**src/rtl/rgmii_rx_framer.sv**
```systemverilog
// RGMII receive framer: registers DDR samples, strips preamble/SFD and emits payload
// bytes with end-of-frame and error flags, plus saturating good/bad frame counters.
module rgmii_rx_framer #(
  parameter int MAX_FRAME_BYTES = 1522,
  parameter int MIN_FRAME_BYTES = 64
) (
  input  logic        clock,
  input  logic        reset_n,
  input  logic [7:0]  ddr_data_input,
  input  logic [1:0]  ddr_control_input,
  output logic [7:0]  data_output,
  output logic        data_valid,
  output logic        data_last,
  output logic        data_error,
  output logic [15:0] frame_count,
  output logic [15:0] error_count
);

  localparam int LW = $clog2(MAX_FRAME_BYTES + 2);
  localparam logic [LW-1:0] LEN_MAX = LW'(MAX_FRAME_BYTES);
  localparam logic [LW-1:0] LEN_SAT = LW'(MAX_FRAME_BYTES + 1);

  typedef enum logic [1:0] {
    IDLE     = 2'd0,
    PREAMBLE = 2'd1,
    PAYLOAD  = 2'd2,
    DROP     = 2'd3
  } state_e;

  state_e        state_q, state_d;
  logic [7:0]    rxd_q;
  logic [1:0]    rxc_q;
  logic [7:0]    hold_q, hold_d;
  logic          hold_vld_q, hold_vld_d;
  logic [LW-1:0] len_q, len_d;
  logic          sticky_q, sticky_d;
  logic [7:0]    dout_q, dout_d;
  logic          valid_q, valid_d;
  logic          last_q, last_d;
  logic          error_q, error_d;
  logic [15:0]   frame_cnt_q, frame_cnt_d;
  logic [15:0]   err_cnt_q, err_cnt_d;

  logic [7:0]    byte_s;
  logic          dv_s, er_s;
  logic          emit_s, emit_last_s, emit_err_s, lost_evt_s;

  // Rising-edge nibble carries byte bits 3:0, falling-edge nibble carries bits 7:4.
  assign byte_s = {rxd_q[3:0], rxd_q[7:4]};
  assign dv_s   = rxc_q[1];
  assign er_s   = rxc_q[1] ^ rxc_q[0];

  // Frame state machine; the hold stage delays each payload byte one cycle so the
  // following rx_dv sample decides whether it is the last one.
  always_comb begin
    state_d     = state_q;
    hold_d      = hold_q;
    hold_vld_d  = 1'b0;
    len_d       = '0;
    sticky_d    = 1'b0;
    emit_s      = 1'b0;
    emit_last_s = 1'b0;
    emit_err_s  = 1'b0;
    lost_evt_s  = 1'b0;
    case (state_q)
      IDLE: begin
        if (!dv_s) begin
          state_d = IDLE;
        end else if (er_s) begin
          state_d    = DROP;
          lost_evt_s = 1'b1;
        end else if (byte_s == 8'h55) begin
          state_d = PREAMBLE;
        end else if (byte_s == 8'hD5) begin
          state_d = PAYLOAD;
        end else begin
          state_d    = DROP;
          lost_evt_s = 1'b1;
        end
      end
      PREAMBLE: begin
        if (!dv_s) begin
          state_d    = IDLE;
          lost_evt_s = 1'b1;
        end else if (!er_s && byte_s == 8'h55) begin
          state_d = PREAMBLE;
        end else if (!er_s && byte_s == 8'hD5) begin
          state_d = PAYLOAD;
        end else begin
          state_d    = DROP;
          lost_evt_s = 1'b1;
        end
      end
      PAYLOAD: begin
        if (!dv_s) begin
          state_d = IDLE;
          if (hold_vld_q) begin
            emit_s      = 1'b1;
            emit_last_s = 1'b1;
            emit_err_s  = sticky_q || (int'(len_q) < MIN_FRAME_BYTES);
          end else begin
            lost_evt_s = 1'b1;
          end
        end else if (len_q == LEN_MAX) begin
          // Oversize: close the frame on the held byte and swallow the rest.
          state_d     = DROP;
          emit_s      = 1'b1;
          emit_last_s = 1'b1;
          emit_err_s  = 1'b1;
        end else begin
          emit_s     = hold_vld_q;
          hold_d     = byte_s;
          hold_vld_d = 1'b1;
          len_d      = (len_q == LEN_SAT) ? len_q : len_q + LW'(1);
          sticky_d   = sticky_q | er_s;
        end
      end
      DROP: begin
        if (!dv_s) begin
          state_d = IDLE;
        end else begin
          state_d = DROP;
        end
      end
      default: begin
        state_d = IDLE;
      end
    endcase
  end

  // Output register inputs and saturating counters.
  always_comb begin
    dout_d      = emit_s ? hold_q : 8'h00;
    valid_d     = emit_s;
    last_d      = emit_last_s;
    error_d     = emit_err_s;
    frame_cnt_d = frame_cnt_q;
    err_cnt_d   = err_cnt_q;
    if (emit_last_s && !emit_err_s && frame_cnt_q != 16'hFFFF) begin
      frame_cnt_d = frame_cnt_q + 16'd1;
    end else begin
      frame_cnt_d = frame_cnt_q;
    end
    if (((emit_last_s && emit_err_s) || lost_evt_s) && err_cnt_q != 16'hFFFF) begin
      err_cnt_d = err_cnt_q + 16'd1;
    end else begin
      err_cnt_d = err_cnt_q;
    end
  end

  // State and pipeline registers with synchronous active-low reset.
  always_ff @(posedge clock) begin
    if (!reset_n) begin
      rxd_q       <= 8'h00;
      rxc_q       <= 2'b00;
      state_q     <= IDLE;
      hold_q      <= 8'h00;
      hold_vld_q  <= 1'b0;
      len_q       <= '0;
      sticky_q    <= 1'b0;
      dout_q      <= 8'h00;
      valid_q     <= 1'b0;
      last_q      <= 1'b0;
      error_q     <= 1'b0;
      frame_cnt_q <= 16'h0000;
      err_cnt_q   <= 16'h0000;
    end else begin
      rxd_q       <= ddr_data_input;
      rxc_q       <= ddr_control_input;
      state_q     <= state_d;
      hold_q      <= hold_d;
      hold_vld_q  <= hold_vld_d;
      len_q       <= len_d;
      sticky_q    <= sticky_d;
      dout_q      <= dout_d;
      valid_q     <= valid_d;
      last_q      <= last_d;
      error_q     <= error_d;
      frame_cnt_q <= frame_cnt_d;
      err_cnt_q   <= err_cnt_d;
    end
  end

  assign data_output = dout_q;
  assign data_valid  = valid_q;
  assign data_last   = last_q;
  assign data_error  = error_q;
  assign frame_count = frame_cnt_q;
  assign error_count = err_cnt_q;

endmodule

```
**config.mk**
```make
export PLATFORM = sky130hd
export DESIGN_NAME = rgmii_rx_framer
export DESIGN_NICKNAME = d
export VERILOG_FILES = /design/src/rtl/rgmii_rx_framer.sv
export SDC_FILE = /design/constraint.sdc
export NUM_CORES = 1
export LEC_CHECK = 0
export BUFFER_PORTS_ARGS = -buffer_cell sky130_fd_sc_hd__buf_2
export CAP_MARGIN = 20
export CORE_MARGIN = 8
export CORE_UTILIZATION = 61
export CTS_BUF_LIST = sky130_fd_sc_hd__clkbuf_8
export DETAILED_ROUTE_END_ITERATION = 12
export PLACE_DENSITY = 0.86
export RECOVER_POWER = 100
export SYNTH_ARGS = -nofsm -noshare
export SYNTH_HDL_FRONTEND = slang
export SYNTH_SLANG_ARGS = --single-unit
```
**constraint.sdc**
```tcl
create_clock -name clock -period 4.3 [get_ports clock]
set_input_delay 0.43 -clock clock [delete_from_list [all_inputs] [get_ports clock]]
set_output_delay 0.43 -clock clock [all_outputs]
set_load 0.005 [all_outputs]
```
## Word-level counts from Yosys, hierarchy flattened

Cells that the tools add are included.

- Register bits after elaboration: 76
- Latch bits: 0
- RAM bits: 0
- ROM bits: 0
- Input bits: 12
- Output and inout port bits: 43
- Word-level logic and storage cells: 80
- Memories: 0

- Add/sub/neg operators: 3
- $mul: 0
- Div/mod/pow operators: 0
- Magnitude comparators: 1
- Equal/unequal tests: 10
- Shift operators: 0
- Multiplexer cells: 32
- Bitwise operators: 6
- Reduce and logical (&&, ||, !) cells: 15

Operator list:

| operator | number |
|---|---|
| 16-bit by 1-bit adder with 16-bit output, second input constant | 2 |
| 16-bit != test, second input constant | 2 |
| 11-bit == test, second input constant | 2 |
| 1-bit 2-to-1 mux | 22 |
| 2-bit 2-to-1 mux | 8 |
| 11-bit by 1-bit adder with 11-bit output, second input constant | 1 |
| 11-bit by 7-bit < comparator with 1-bit output, second input constant | 1 |
| 8-bit by 7-bit == test with 1-bit output, second input constant | 1 |
| 8-bit == test, second input constant | 1 |
| 2-bit one-hot mux with 4 select lines | 1 |
| 1-bit logical AND | 6 |
| 3-bit AND reduction | 2 |
| 2-bit == test, second input constant | 2 |
| 1-bit inverter | 4 |
| 4-bit OR reduction | 1 |
| 3-bit != test, second input constant | 1 |
| 1-bit one-hot mux with 3 select lines | 1 |
| 2-bit by 1-bit == test with 1-bit output, second input constant | 1 |
| 1-bit logical NOT | 2 |
| 2-bit logical NOT | 1 |
| 1-bit logical OR | 2 |
| 2-bit AND reduction | 1 |
| 1-bit OR | 1 |
| 1-bit XOR | 1 |

## Logic depth before layout (Yosys ltp)

- Depth after elaboration: 9
- Depth in mapped cells: 8
- Depth with buffers taken out: 7

## Least setup slack after synthesis

OpenSTA, ideal clock, no wires.

- Path kind: register to register
- From: register frame_cnt_q[3] (netlist: frame_count[3])
- To: register frame_cnt_q[11] (netlist: frame_count[11])
- Library setup time: 0.128 ns
- Arrival time: 1.661 ns
- Data required time: 4.172 ns
- Setup slack: 2.511 ns
- Cell stages (with the launch flop): 8
- Buffers on the path: 1
- Period minus slack after synthesis: 1.789 ns
- Cell sequence: dfxtp_1 > and4_1 > nand2_1 > o41ai_4 > buf_6 > nor3_2 > xnor2_1 > nor2_1

- Longest elaborated chain between the ends: 2
- Elaborated cells between the ends (all ways): 3
- Classes of those cells: add/sub (1); eq/ne (1); reduce/logical (1)

RTL lines:

| what | line | RTL |
|---|---|---|
| from (decl) | 41 | `logic [15:0] frame_cnt_q, frame_cnt_d;` |
| from (signal assigned) | 179 | `frame_cnt_q <= frame_cnt_d;` |
| parallel branches: the longest is 2 deep, another holds 16-bit by 1-bit adder with 16-bit output | -- |  |

Several ways; the timed one is not identified.
A chain may end at the register's enable or synchronous reset.

## Worst setup path after layout

- From: register rxd_q[7]
- To: register err_cnt_q[12] (netlist: error_count[12])

- Longest elaborated chain between the ends: 8
- Elaborated cells between the ends (all ways): 14
- Classes of those cells: eq/ne (2); mux (8); reduce/logical (4)

RTL lines:

| what | line | RTL |
|---|---|---|
| from (decl) | 31 | `logic [7:0] rxd_q;` |
| from (signal assigned) | 168 | `rxd_q <= ddr_data_input;` |
| 8-bit == test | 74, 87 |  |
| 1-bit 2-to-1 mux or 1-bit logical AND (tied branches) | 74, 87 |  |
| 1-bit 2-to-1 mux (on tied branches) | 72, 87 |  |
| 1-bit 2-to-1 mux (on tied branches) | 69, 85 |  |
| 1-bit 2-to-1 mux (on tied branches) | 67, 82 |  |
| 1-bit one-hot mux with 3 select lines * | 65 | `case (state_q)` |
| 1-bit logical OR * | 144 | `if (((emit_last_s && emit_err_s) \|\| lost_evt_s) && err_cnt_q != 16'hFFFF) begin` |
| 1-bit logical AND * | 144 |  |
| to (signal assigned) | 180 | `err_cnt_q <= err_cnt_d;` |
| to (decl) | 42 | `logic [15:0] err_cnt_q, err_cnt_d;` |

Every way passes the cells marked *; elsewhere a longest branch is shown, timed or not.

==> impl_summary.log <==
INFO  metric synth.top_cell.area_share = between 40% and 50%
INFO  metric timing.max_slew.rel_slack = -17.9%
INFO  metric dr_vias_cell = approximately 5.3
INFO  metric fp.dieH = 89.1 um
INFO  metric post-route-drc-count = 0
INFO  metric min_to = rxd_q[6]
INFO  metric yosysSeqAreaShare = a little under half
INFO  metric start_util = between 60% and 70%
INFO  metric number_of_antenna_violations_at_the_first_check_in_global_routing = 0
INFO  metric port_buffers = 54
INFO  metric failed_checks = max-capacitance violations, max-slew violations
INFO  metric dp.cells = 458
INFO  metric rows = 26
INFO  metric total_power = 1.28 mW
INFO  metric flow.area_growth_from_synthesis = 11.4%
INFO  metric h-tree-depth = 3
INFO  metric ctsHoldBuffers = 0
INFO  metric cts_made_buffers = 9
INFO  metric fmax = approximately 0.32 GHz
INFO  metric insertedDiodeCount = 0
INFO  metric max-cap-violations = 1
INFO  metric syn_avg_cell_area = ~9.4 um2
INFO  metric post_drt_wl_per_cell = 14.1 um
INFO  metric ys_top_cells_by_area = dfxtp_1, nor2_1, mux2i_1, xnor2_1, and2_1
INFO  metric rr_worst_depth = 6
INFO  metric routed-via-count = around 2500
INFO  metric rsz_0062_raised_after_global_routing = no
INFO  metric insertion_delay = 0.35 ns
INFO  metric critical_path.reg2reg.endpoint = error_count[12]
INFO  metric run_status = complete, but fails checks
INFO  metric syn_area = 3260 um2
INFO  metric ff2ff_setup_slack = approximately 1.2 ns
INFO  metric detailed_place.area = ~3600 um2
INFO  metric global_route_wire_length_before_repair = 11100 um
INFO  metric most_used_layer_global_route = met2
INFO  metric clock_tree_from_tritoncts = built
INFO  metric postCtsResizedCells = 0
INFO  metric cts.reportedPaths.clkPinSlew = roughly 0.09 ns
INFO  metric worst_ep_arrival_time = 3.32 ns
INFO  metric post_synth_edffs = 0
INFO  metric drt_pre_antenna_iters = 4
INFO  metric finalClockSkew = 0.0138 ns
INFO  metric tightest_pin_transition = between 1.5 and 2 ns
INFO  metric power-per-cell-area = 352 nW/um2
INFO  metric largest_net_degree_at_the_start_of_global_routing = 38
INFO  metric groute.layer.met2.usage = a little under a third
INFO  metric grtUsageMet1 = a little over a fifth
INFO  metric min_delay_path_depth = 2
INFO  metric vdd_ir_drop_max = 0.269 mV
INFO  metric worst_r2r_startpoint = rxd_q[7]
INFO  metric grt.met3_usage = under 10%
INFO  metric pin_count = 55
INFO  metric final-instance-count-excl-fill = roughly 470
INFO  metric cp.required = between 4 and 5 ns
INFO  metric critical_path.endpoint_type = register
INFO  metric final-setup-viol-count = 0
INFO  metric syn-num-nets = roughly 360
INFO  metric p_leak = approximately 1.4 nW
INFO  metric post-dp-hpwl = around 4700 um
INFO  metric crit_type = reg2reg
INFO  metric postRouteAntennaNets = 0
INFO  metric hp-start = ddr_data_input[6]
INFO  metric yosysWarnings = 0
INFO  metric finalWeightedCongestion = 0.785
INFO  metric cell_at_the_root_of_the_clock_tree = clkbuf_8
INFO  metric cts_setup_buffers = 0
INFO  metric die_x = approximately 89 um
INFO  metric synth_common_cells = dfxtp_1, nor2_1, nand2_1
INFO  metric synthFlopType = dfxtp_1
INFO  metric clk_path_buf_depth = 2
INFO  metric synthDistinctLibCells = 45
INFO  metric totalNegativeSetupSlack = 0 ns
INFO  metric synth_area_leader_cell = dfxtp_1
INFO  metric die_area = a little under 8000 um2
INFO  metric finalCriticalPeriod = between 3 and 4 ns
INFO  metric final_layout_size_suffix_gt1_share = 12.9%
INFO  metric core = 5140 um2
INFO  metric grt-ovfl-total = 0
INFO  metric crit_fanout = 6
INFO  metric asyncSetResetFlopFracSynth = 0%
INFO  metric final_max_slew_viol_count = 7
INFO  metric final_net_count = ~420
INFO  metric min_path_type = in2reg
INFO  metric final_min_period_over_clock_period = between 70% and 80%
INFO  metric yosysMostFrequentCell = dfxtp_1
INFO  metric final_util = a little over two thirds
INFO  metric finalHoldViolations = 0
INFO  metric ys_ff_latch = 76
INFO  metric drt-total-wl = around 6700 um
INFO  metric grt_pass1_vias = 2459
INFO  metric clock_sinks = between 70 and 80
INFO  metric track_usage = 18.0%
INFO  metric worst_setup_startpoint = rxd_q[7]
INFO  metric postSynthCellCount = roughly 350
INFO  metric crit_path_start_kind = register
INFO  metric fin_area = between 3000 and 4000 um2
INFO  metric drt_iter0_markers = around 140
-- final cells by class --
cell class | instances | area [um2]
clock inverters | 7 | 62.6
inverters | 11 | 41.3
flip-flops and latches | 76 | 1520
fillers | 432 | 1510
multi-input cells | 246 | 1550
well taps | 70 | 87.6
clock buffers | 9 | 124
repair buffers | 55 | 240
-- placed cells by master, fill, tap and decap left out, drive strengths merged, types with 10 or more instances in the layout --
cell type  netlist  routed
nand2           30      30
mux2i           17      17
nand3           16      16
and2            21      21
nand2b          11      11
xnor2           16      16
buf              6      25
clkbuf           6      39
inv             11      17
nor3            10      10
a21oi           13      13
dfxtp           76      76
nor2            50      50
-- stage by stage --
stage	setup WS [ns]	hold slack, ns
2_1_floorplan	2.51	0.429
3_3_place_gp	2.10	0.443
3_5_place_dp	2.00	0.440
4_1_cts	1.98	0.267
5_1_grt	0.991	0.263
6_report	1.22	0.280
-- layer usage --
metal,vias to the layer above,wire length (um),share of wire [%]
li1,1286,-,-
met1,1185,3060,46
met2,51,3240,48
met3,9,304,4.5
met4,0,87,1.3
met5,-,0,0
-- registers in the layout, summed over array words and instances (netlist names) --
register and cells:
error_count 16, frame_count 16, len_q 11, data_output 8, hold_q 8, rxd_q 8, rxc_q 2, state_q 2
data_error 1, data_last 1, data_valid 1, hold_vld_q 1, sticky_q 1
-- kinds of logic after synthesis --
| logic type | Yosys count | synth area share, % |
|---|---|---|
| flip-flops | 76 | 46.7 |
| buffers and inverters | 23 | 3.23 |
| adder cells (fa/ha/maj) | 4 | 1.54 |
| AO/OA/AOI/OAI | 31 | 8.72 |
| AND/OR/NAND/NOR | 170 | 28.1 |
| XOR/XNOR | 24 | 6.46 |
| multiplexers | 17 | 5.23 |
-- worst max-delay path, cell delays in order, from the launching register on --
cell       delay, ns
dfxtp_1         0.35
and4bb_4        0.24
a311oi_1        0.27
a31oi_1         0.12
a2111oi_0       1.46
a21oi_1         0.26
a31o_1          0.27
-- power breakdown --
part	leakage, nW	internal, mW	switching (mW)
clock	0.0936	0.224	0.293
sequential	0.615	0.712	0.00813
combinational	0.675	0.0161	0.0250
total	1.38	0.952	0.326
-- worst max-delay path by stage --
stage | cells after the start | slack [ns] | to
finish | 6 | 1.22 | error_count[12]
global route | 6 | 0.99 | error_count[12]
CTS | 6 | 1.98 | frame_count[13]
detailed placement | 6 | 2.00 | frame_count[13]
global placement | 6 | 2.10 | frame_count[15]
floorplan | 7 | 2.51 | frame_count[11]
Power figures use the tool's default switching activity.
